`src/rtl/ser16_pkg.sv`:
```
// Shared types and constants for the 16-bit parallel-to-serial transmitter.
package ser16_pkg;

    localparam int DEFAULT_WIDTH = 16;

    typedef enum logic {
        IDLE  = 1'b0,
        SHIFT = 1'b1
    } state_t;

endpackage

```
`src/rtl/bit_counter.sv`:
```
// Modulo-WIDTH bit index with synchronous clear/increment and a terminal-count flag.
module bit_counter #(
    parameter int WIDTH = 16,
    parameter int CW    = (WIDTH > 1) ? $clog2(WIDTH) : 1
) (
    input  logic          clk,
    input  logic          rst_n,
    input  logic          clear,
    input  logic          inc,
    output logic [CW-1:0] count,
    output logic          tc
);

    assign tc = (count == CW'(WIDTH - 1));

    // Clear wins over increment so a back-to-back reload restarts at index 0.
    always_ff @(posedge clk) begin
        if (!rst_n) begin
            count <= '0;
        end else if (clear) begin
            count <= '0;
        end else if (inc) begin
            count <= tc ? '0 : count + CW'(1);
        end
    end

endmodule

```
`src/rtl/ser16_tx.sv`:
```
// Parallel-to-serial transmitter: accepts a WIDTH-bit word and emits it one bit per clock with framing.
module ser16_tx
    import ser16_pkg::*;
#(
    parameter int WIDTH     = DEFAULT_WIDTH,
    parameter bit MSB_FIRST = 1'b0
) (
    input  logic             clk,
    input  logic             rst_n,
    input  logic [WIDTH-1:0] in,
    input  logic             in_valid,
    output logic             in_ready,
    output logic             sout,
    output logic             sframe,
    output logic             slast
);

    localparam int CW = (WIDTH > 1) ? $clog2(WIDTH) : 1;

    state_t           state;
    state_t           state_next;
    logic             accept;
    logic             tc;
    logic [CW-1:0]    index;
    logic [CW-1:0]    bit_sel;
    logic [WIDTH-1:0] shreg;

    assign accept  = in_valid && in_ready;
    assign bit_sel = MSB_FIRST ? (CW'(WIDTH - 1) - index) : index;

    bit_counter #(
        .WIDTH (WIDTH),
        .CW    (CW)
    ) u_bit_counter (
        .clk   (clk),
        .rst_n (rst_n),
        .clear (accept),
        .inc   (state == SHIFT),
        .count (index),
        .tc    (tc)
    );

    always_ff @(posedge clk) begin
        if (!rst_n) begin
            state <= IDLE;
        end else begin
            state <= state_next;
        end
    end

    always_comb begin
        state_next = state;
        unique case (state)
            IDLE:  state_next = accept ? SHIFT : IDLE;
            SHIFT: if (tc) state_next = accept ? SHIFT : IDLE;
            default: state_next = IDLE;
        endcase
    end

    // The word is held still and the index selects the outgoing bit, so a
    // reload at the terminal count simply overwrites it with no bubble.
    always_ff @(posedge clk) begin
        if (!rst_n) begin
            shreg <= '0;
        end else if (accept) begin
            shreg <= in;
        end
    end

    // in_ready drops while reset is asserted so nothing is taken at a reset edge.
    always_comb begin
        in_ready = 1'b0;
        sframe   = 1'b0;
        slast    = 1'b0;
        sout     = 1'b0;
        if (rst_n) begin
            in_ready = (state == IDLE) || tc;
        end
        if (state == SHIFT) begin
            sframe = 1'b1;
            slast  = tc;
            sout   = shreg[bit_sel];
        end
    end

endmodule

```
`config.mk`:
```
export PLATFORM = sky130hd
export DESIGN_NAME = ser16_tx
export DESIGN_NICKNAME = d
export VERILOG_FILES = /design/src/rtl/ser16_pkg.sv /design/src/rtl/bit_counter.sv /design/src/rtl/ser16_tx.sv
export SDC_FILE = /design/constraint.sdc
export NUM_CORES = 1
export LEC_CHECK = 0
export CORE_UTILIZATION = 50
export DETAILED_ROUTE_END_ITERATION = 7
export GPL_TIMING_DRIVEN = 0
export PLACE_DENSITY = 0.78
export REMOVE_ABC_BUFFERS = 1
export SYNTH_ARGS = -nofsm -noshare
export SYNTH_HDL_FRONTEND = slang
export SYNTH_SLANG_ARGS = --single-unit
```
`constraint.sdc`:
```
create_clock -name clk -period 1.6 [get_ports clk]
set_input_delay 0.32 -clock clk [delete_from_list [all_inputs] [get_ports clk]]
set_output_delay 0.32 -clock clk [all_outputs]
set_load 0.05 [all_outputs]
```
## Word-level counts from Yosys, hierarchy flattened

Index checks and enable logic that the tools add are counted.
Widths: inputs -> output; s select.

- Output and inout port bits: 4
- Word-level logic and storage cells: 21
- Bits of input ports: 19
- Register bits: 21

- Bitwise logic cells: 2
- Mux-type cells: 10
- Equal/unequal tests: 1
- Add/sub/neg operators: 1
- Reduce and logical (&&, ||, !) cells: 3
- Order comparisons: 1

Operator list:

| kind | number |
|---|---|
| $mux 1 | 7 |
| $lt 4x5->1 const B | 1 |
| $add 4x1->4 const B | 1 |
| $bmux 1 s4 | 1 |
| $eq 4x4->1 const B | 1 |
| $mux 4 | 1 |
| $not 1->1 | 2 |
| $pmux 1 s2 | 1 |
| $reduce_or 2->1 | 1 |
| $logic_and 1x1->1 | 1 |
| $logic_or 1x1->1 | 1 |

## Logic depth before layout (Yosys ltp)

- Depth in word-level cells: 7
- Mapped depth: 6
- Mapped depth without buffers: 5

## Modules after synthesis

Synthesis repeated with hierarchy kept, for this count alone.

- Cells, all modules: 111
- Area total of the unflattened synthesis: 947.2 µm²

Modules (own cells, without submodules):

| module | area an instance (µm²) | times used | seq. area each (µm²) | cells each |
|---|---|---|---|---|
| ser16_tx | 759.5 | 1 | 340.3 | 93 |
| bit_counter | 187.7 | 1 | 80.1 | 18 |

## Least setup slack after synthesis

Ideal clock, no wire load.

- Path kind: register to output
- From: reg state
- To: out sout
- Buffers on the path: 1
- Cell stages (with the launch flop): 4
- Required time: 1280 ps
- Setup slack: -440 ps
- Arrival time: 1720 ps
- Cell sequence: dfxtp_1 -> buf_2 -> nand2_1 -> o22ai_1

- Cells in the longest elaborated chain, start to end: 1

RTL lines:

| element | RTL line | text |
|---|---|---|
| from (decl) | ser16_tx.sv:20 | `state_t state;` |
| from (signal assigned) | ser16_tx.sv:47 | `state <= state_next;` |
| $mux 1 | ser16_tx.sv:79 | `if (state == SHIFT) begin` |
| to (decl) | ser16_tx.sv:13 | `output logic sout,` |

Every way passes these cells.

## Worst setup path in the final report

- From: reg u_bit_counter.count[0]
- To: out sout

- Cells in the longest elaborated chain, start to end: 3

RTL lines:

| element | RTL line | text |
|---|---|---|
| from (decl) | bit_counter.sv:10 | `output logic [CW-1:0] count,` |
| from (signal assigned) | bit_counter.sv:23 | `count <= tc ? '0 : count + CW'(1);` |
| $bmux 1 s4 | ser16_tx.sv:82 | `sout = shreg[bit_sel];` |
| $mux 1 (not written as such) | ser16_tx.sv:82 |  |
| $mux 1 | ser16_tx.sv:79 |  |

Every way passes these cells. The select of a mux whose other input is x is not followed.

==> summary.md <==
| Metric | Value |
|---|---|
| Leakage | between 0.5 and 0.6 nW |
| Worst-Skew Late Latency | ~0.31 ns |
| Initial antenna violation count | 0 |
| FFs w/ async S/R, synth | 0 |
| Vias/cell | ~5.2 |
| Avg Inst Size Synth | ~9.6 µm² |
| Ports | 23 |
| Number of synthesized flops with an enable pin | 0 |
| Synth Instances | 120 |
| Pwr dens | just over 700 nW/µm² |
| Tot GR Track Use | 0.167 |
| DRT Pass-1 Iters | 4 |
| Total gr overflow | 0 |
| Power Internal | roughly 0.76 mW |
| Commonest non-fill, non-tap cells in the layout | 17 x inv_1, 17 x clkdlybuf4s50_1, 17 x dfxtp_1, 16 x o21ai_2, 14 x nand3_2 |
| Pins Over Slew Limit | 0 |
| Drt total wl | around 2.2 mm |
| Clk_skew | between 0.005 and 0.006 ns |
| Switching Fraction | 0.282 |
| Layout Nets | 166 |
| Max-cap violations | 0 |
| RSZ-0062 raised after global routing | true |
| Utilization after layout | 0.676 |
| Clock power share | 0.248 |
| #FFs+latches synth | 21 |
| Status | finished, violations left |
| Max FO, Critical Path | 3 |
| Reg2Reg Depth | 6 |
| Seq/Total Area, Yosys | 0.363 |
| Top FF cell, synth | dfxtp_1 |
| Mapped Area | 1160 µm² |
| Area Overhead vs Synth | 28.0% |
| Routing usage on met3 | 0.0185 |
| Floorplan die height | 50.1 µm |
| Via count | slightly above 900 |
| Hold_sp | shreg[10] |
| Full die area | 2510 µm² |
| Largest net degree at the start of global routing | 34 |
| Global-route wire length before repair | 3.11 mm |
| R2R Path Start | u_bit_counter.count[1] |
| # fillers | between 150 and 200 |
| Failing checks | negative setup slack |
| Worst Hold Class | reg -> reg |
| VDD IR-drop max | 0.453 mV |
| R2r setup slk | around 0.050 ns |
| Initial Util | 0.528 |
| Diode count | 0 |
| GR Util met2 | 0.276 |
| Crit path launch type | flop |
| Placer congestion estimate | around 0.70 |
| Root buffer cell | clkbuf_4 |
| Hold EP | shreg[10] |
| Num CTS Buffers | 3 |
| Final non-filler cell area | between 1000 and 1500 µm² |
| First-iteration detailed-routing DRC count | 9 |
| Die width | 50.1 µm |
| Share of layout cells above drive strength 1 | 0.421 |
| Seq pwr share | 0.548 |
| Comb power frac | 0.204 |
| Post-route setup slack | -0.369 ns |
| Core Region | approximately 2200 µm² |
| Clock transition at path regs | ~0.12 ns |
| Crit. End Element | output pin |
| Min Clock Period, post-route | slightly below 2 ns |
| Vias in the first global route | ~800 |
| Yosys cell types | 26 |
| ANT nets after route | 0 |
| Fmax | between 500 and 600 MHz |
| Worst r2r dst | shreg[5] |
| Slew @ Worst Pin | between 0.5 and 0.6 ns |
| Synthesis Warnings | 0 |
| Htree depth | 1 |
| Row Count | 17 |
| Critical path class | reg -> out |
| Sw power | roughly 0.30 mW |
| CTS Hold Bufs | 0 |
| CP arrival | between 1.5 and 2 ns |
| Fin. Hold Viols | 0 |
| PortBufs | 22 |
| CTS tree | done |
| Detailed Place HPWL | ~1.3 mm |
| Area of placed instances | about 1300 µm² |
| Clock tree sinks | 21 |
| Avg WL per Cell | between 10 and 15 µm |
| Hold Path Stages | 2 |
| Period utilisation layout | 1.23 |
| Endpoints failing setup | 3 |
| Met1 Track Usage GR | 0.186 |
| Dpl ws | -1.30 ns |
| DRC viols | 0 |
| Clk buf depth | 2 |
| CP required | 1.28 ns |
| Top Usage Layer GRT | met2 |
| Max-slew headroom | 0.625 |
[cell usage after synthesis (2+ instances only)]
master	n	area share
nor2_1	4	0.013
buf_2	3	0.013
buf_6	6	0.058
inv_1	17	0.055
nand3_1	5	0.022
nand2_1	6	0.019
mux4_2	2	0.039
o21ai_2	16	0.12
nand3b_1	2	0.013
mux2i_1	5	0.043
nand3_2	15	0.13
dfxtp_1	21	0.36
inv_2	2	0.0065
a21oi_1	4	0.017
[layer usage]
| layer | routed length [µm] | share of wire |
|---|---|---|
| met1 | 1010 | 0.46 |
| met2 | 1110 | 0.50 |
| met3 | 56 | 0.025 |
| met4 | 31 | 0.014 |
| met5 | 0 | 0 |
[stage by stage]
step / hold slack [ns] / total power [mW] / setup TNS (ns) / cells
3_3_place_gp: 0.444 / 0.776 / -17.90 / 161
6_report: 0.463 / 1.06 / -0.595 / 173
2_1_floorplan: 0.436 / 0.701 / -3.57 / 111
3_5_place_dp: 0.448 / 0.782 / -18.91 / 161
4_1_cts: 0.465 / 1.04 / -1.78 / 168
5_1_grt: 0.478 / 1.10 / -0.812 / 173
[state kept, by name (all words and copies together), names as in the netlist]
name,cells
shreg,16
state,1
u_bit_counter.count,4
[layout make-up]
| type | count | area, µm² | area share |
|---|---|---|---|
| clock buffers | 4 | 26.3 | 0.0177 |
| repair buffers | 28 | 275 | 0.186 |
| multi-input cells | 73 | 643 | 0.434 |
| inverters | 19 | 71.3 | 0.0481 |
| flip-flops and latches | 21 | 430 | 0.291 |
| well taps | 28 | 35.0 | 0.0236 |
[worst max path at each step]
stage	from	end	slack, ns
floorplan	u_bit_counter.count[1]	in_ready	-0.44
global placement	rst_n	in_ready	-1.25
detailed placement	rst_n	in_ready	-1.30
CTS	u_bit_counter.count[1]	sout	-0.40
global route	u_bit_counter.count[1]	sout	-0.43
finish	u_bit_counter.count[0]	sout	-0.37
[worst max-delay path, stage by stage, from the launching register on]
cell,delay (ns)
dfxtp_4,0.38
mux4_2,0.50
o211ai_2,0.20
o22ai_2,0.10
buf_6,0.16
[cell families (layout without fill, tap and decap cells)]
logic type,count (synthesis),count (layout),synth area share
AO/OA/AOI/OAI,27,29,0.190
XOR/XNOR,1,1,0.00757
adder cells (fa/ha/maj),1,1,0.0108
buffers and inverters,28,51,0.133
flip-flops,21,21,0.363
multiplexers,7,7,0.0822
AND/OR/NAND/NOR,35,35,0.213
[timing repair]
item | in CTS | in global routing
gates resized for setup | 29 | 12
pin swaps | 1 | 5
setup endpoints to repair | 22 | 22
buffers inserted | 3 | 3
gates cloned | 0 | 2
[power groups by stage]
stage | Combinational [mW] | Clock [mW] | Sequential [mW]
floorplan | 0.104 | 0 | 0.597
global placement | 0.180 | 0 | 0.596
detailed placement | 0.185 | 0 | 0.597
CTS | 0.194 | 0.265 | 0.580
global route | 0.234 | 0.285 | 0.585
finish | 0.216 | 0.262 | 0.581
Power figures use the tool's default switching activity.
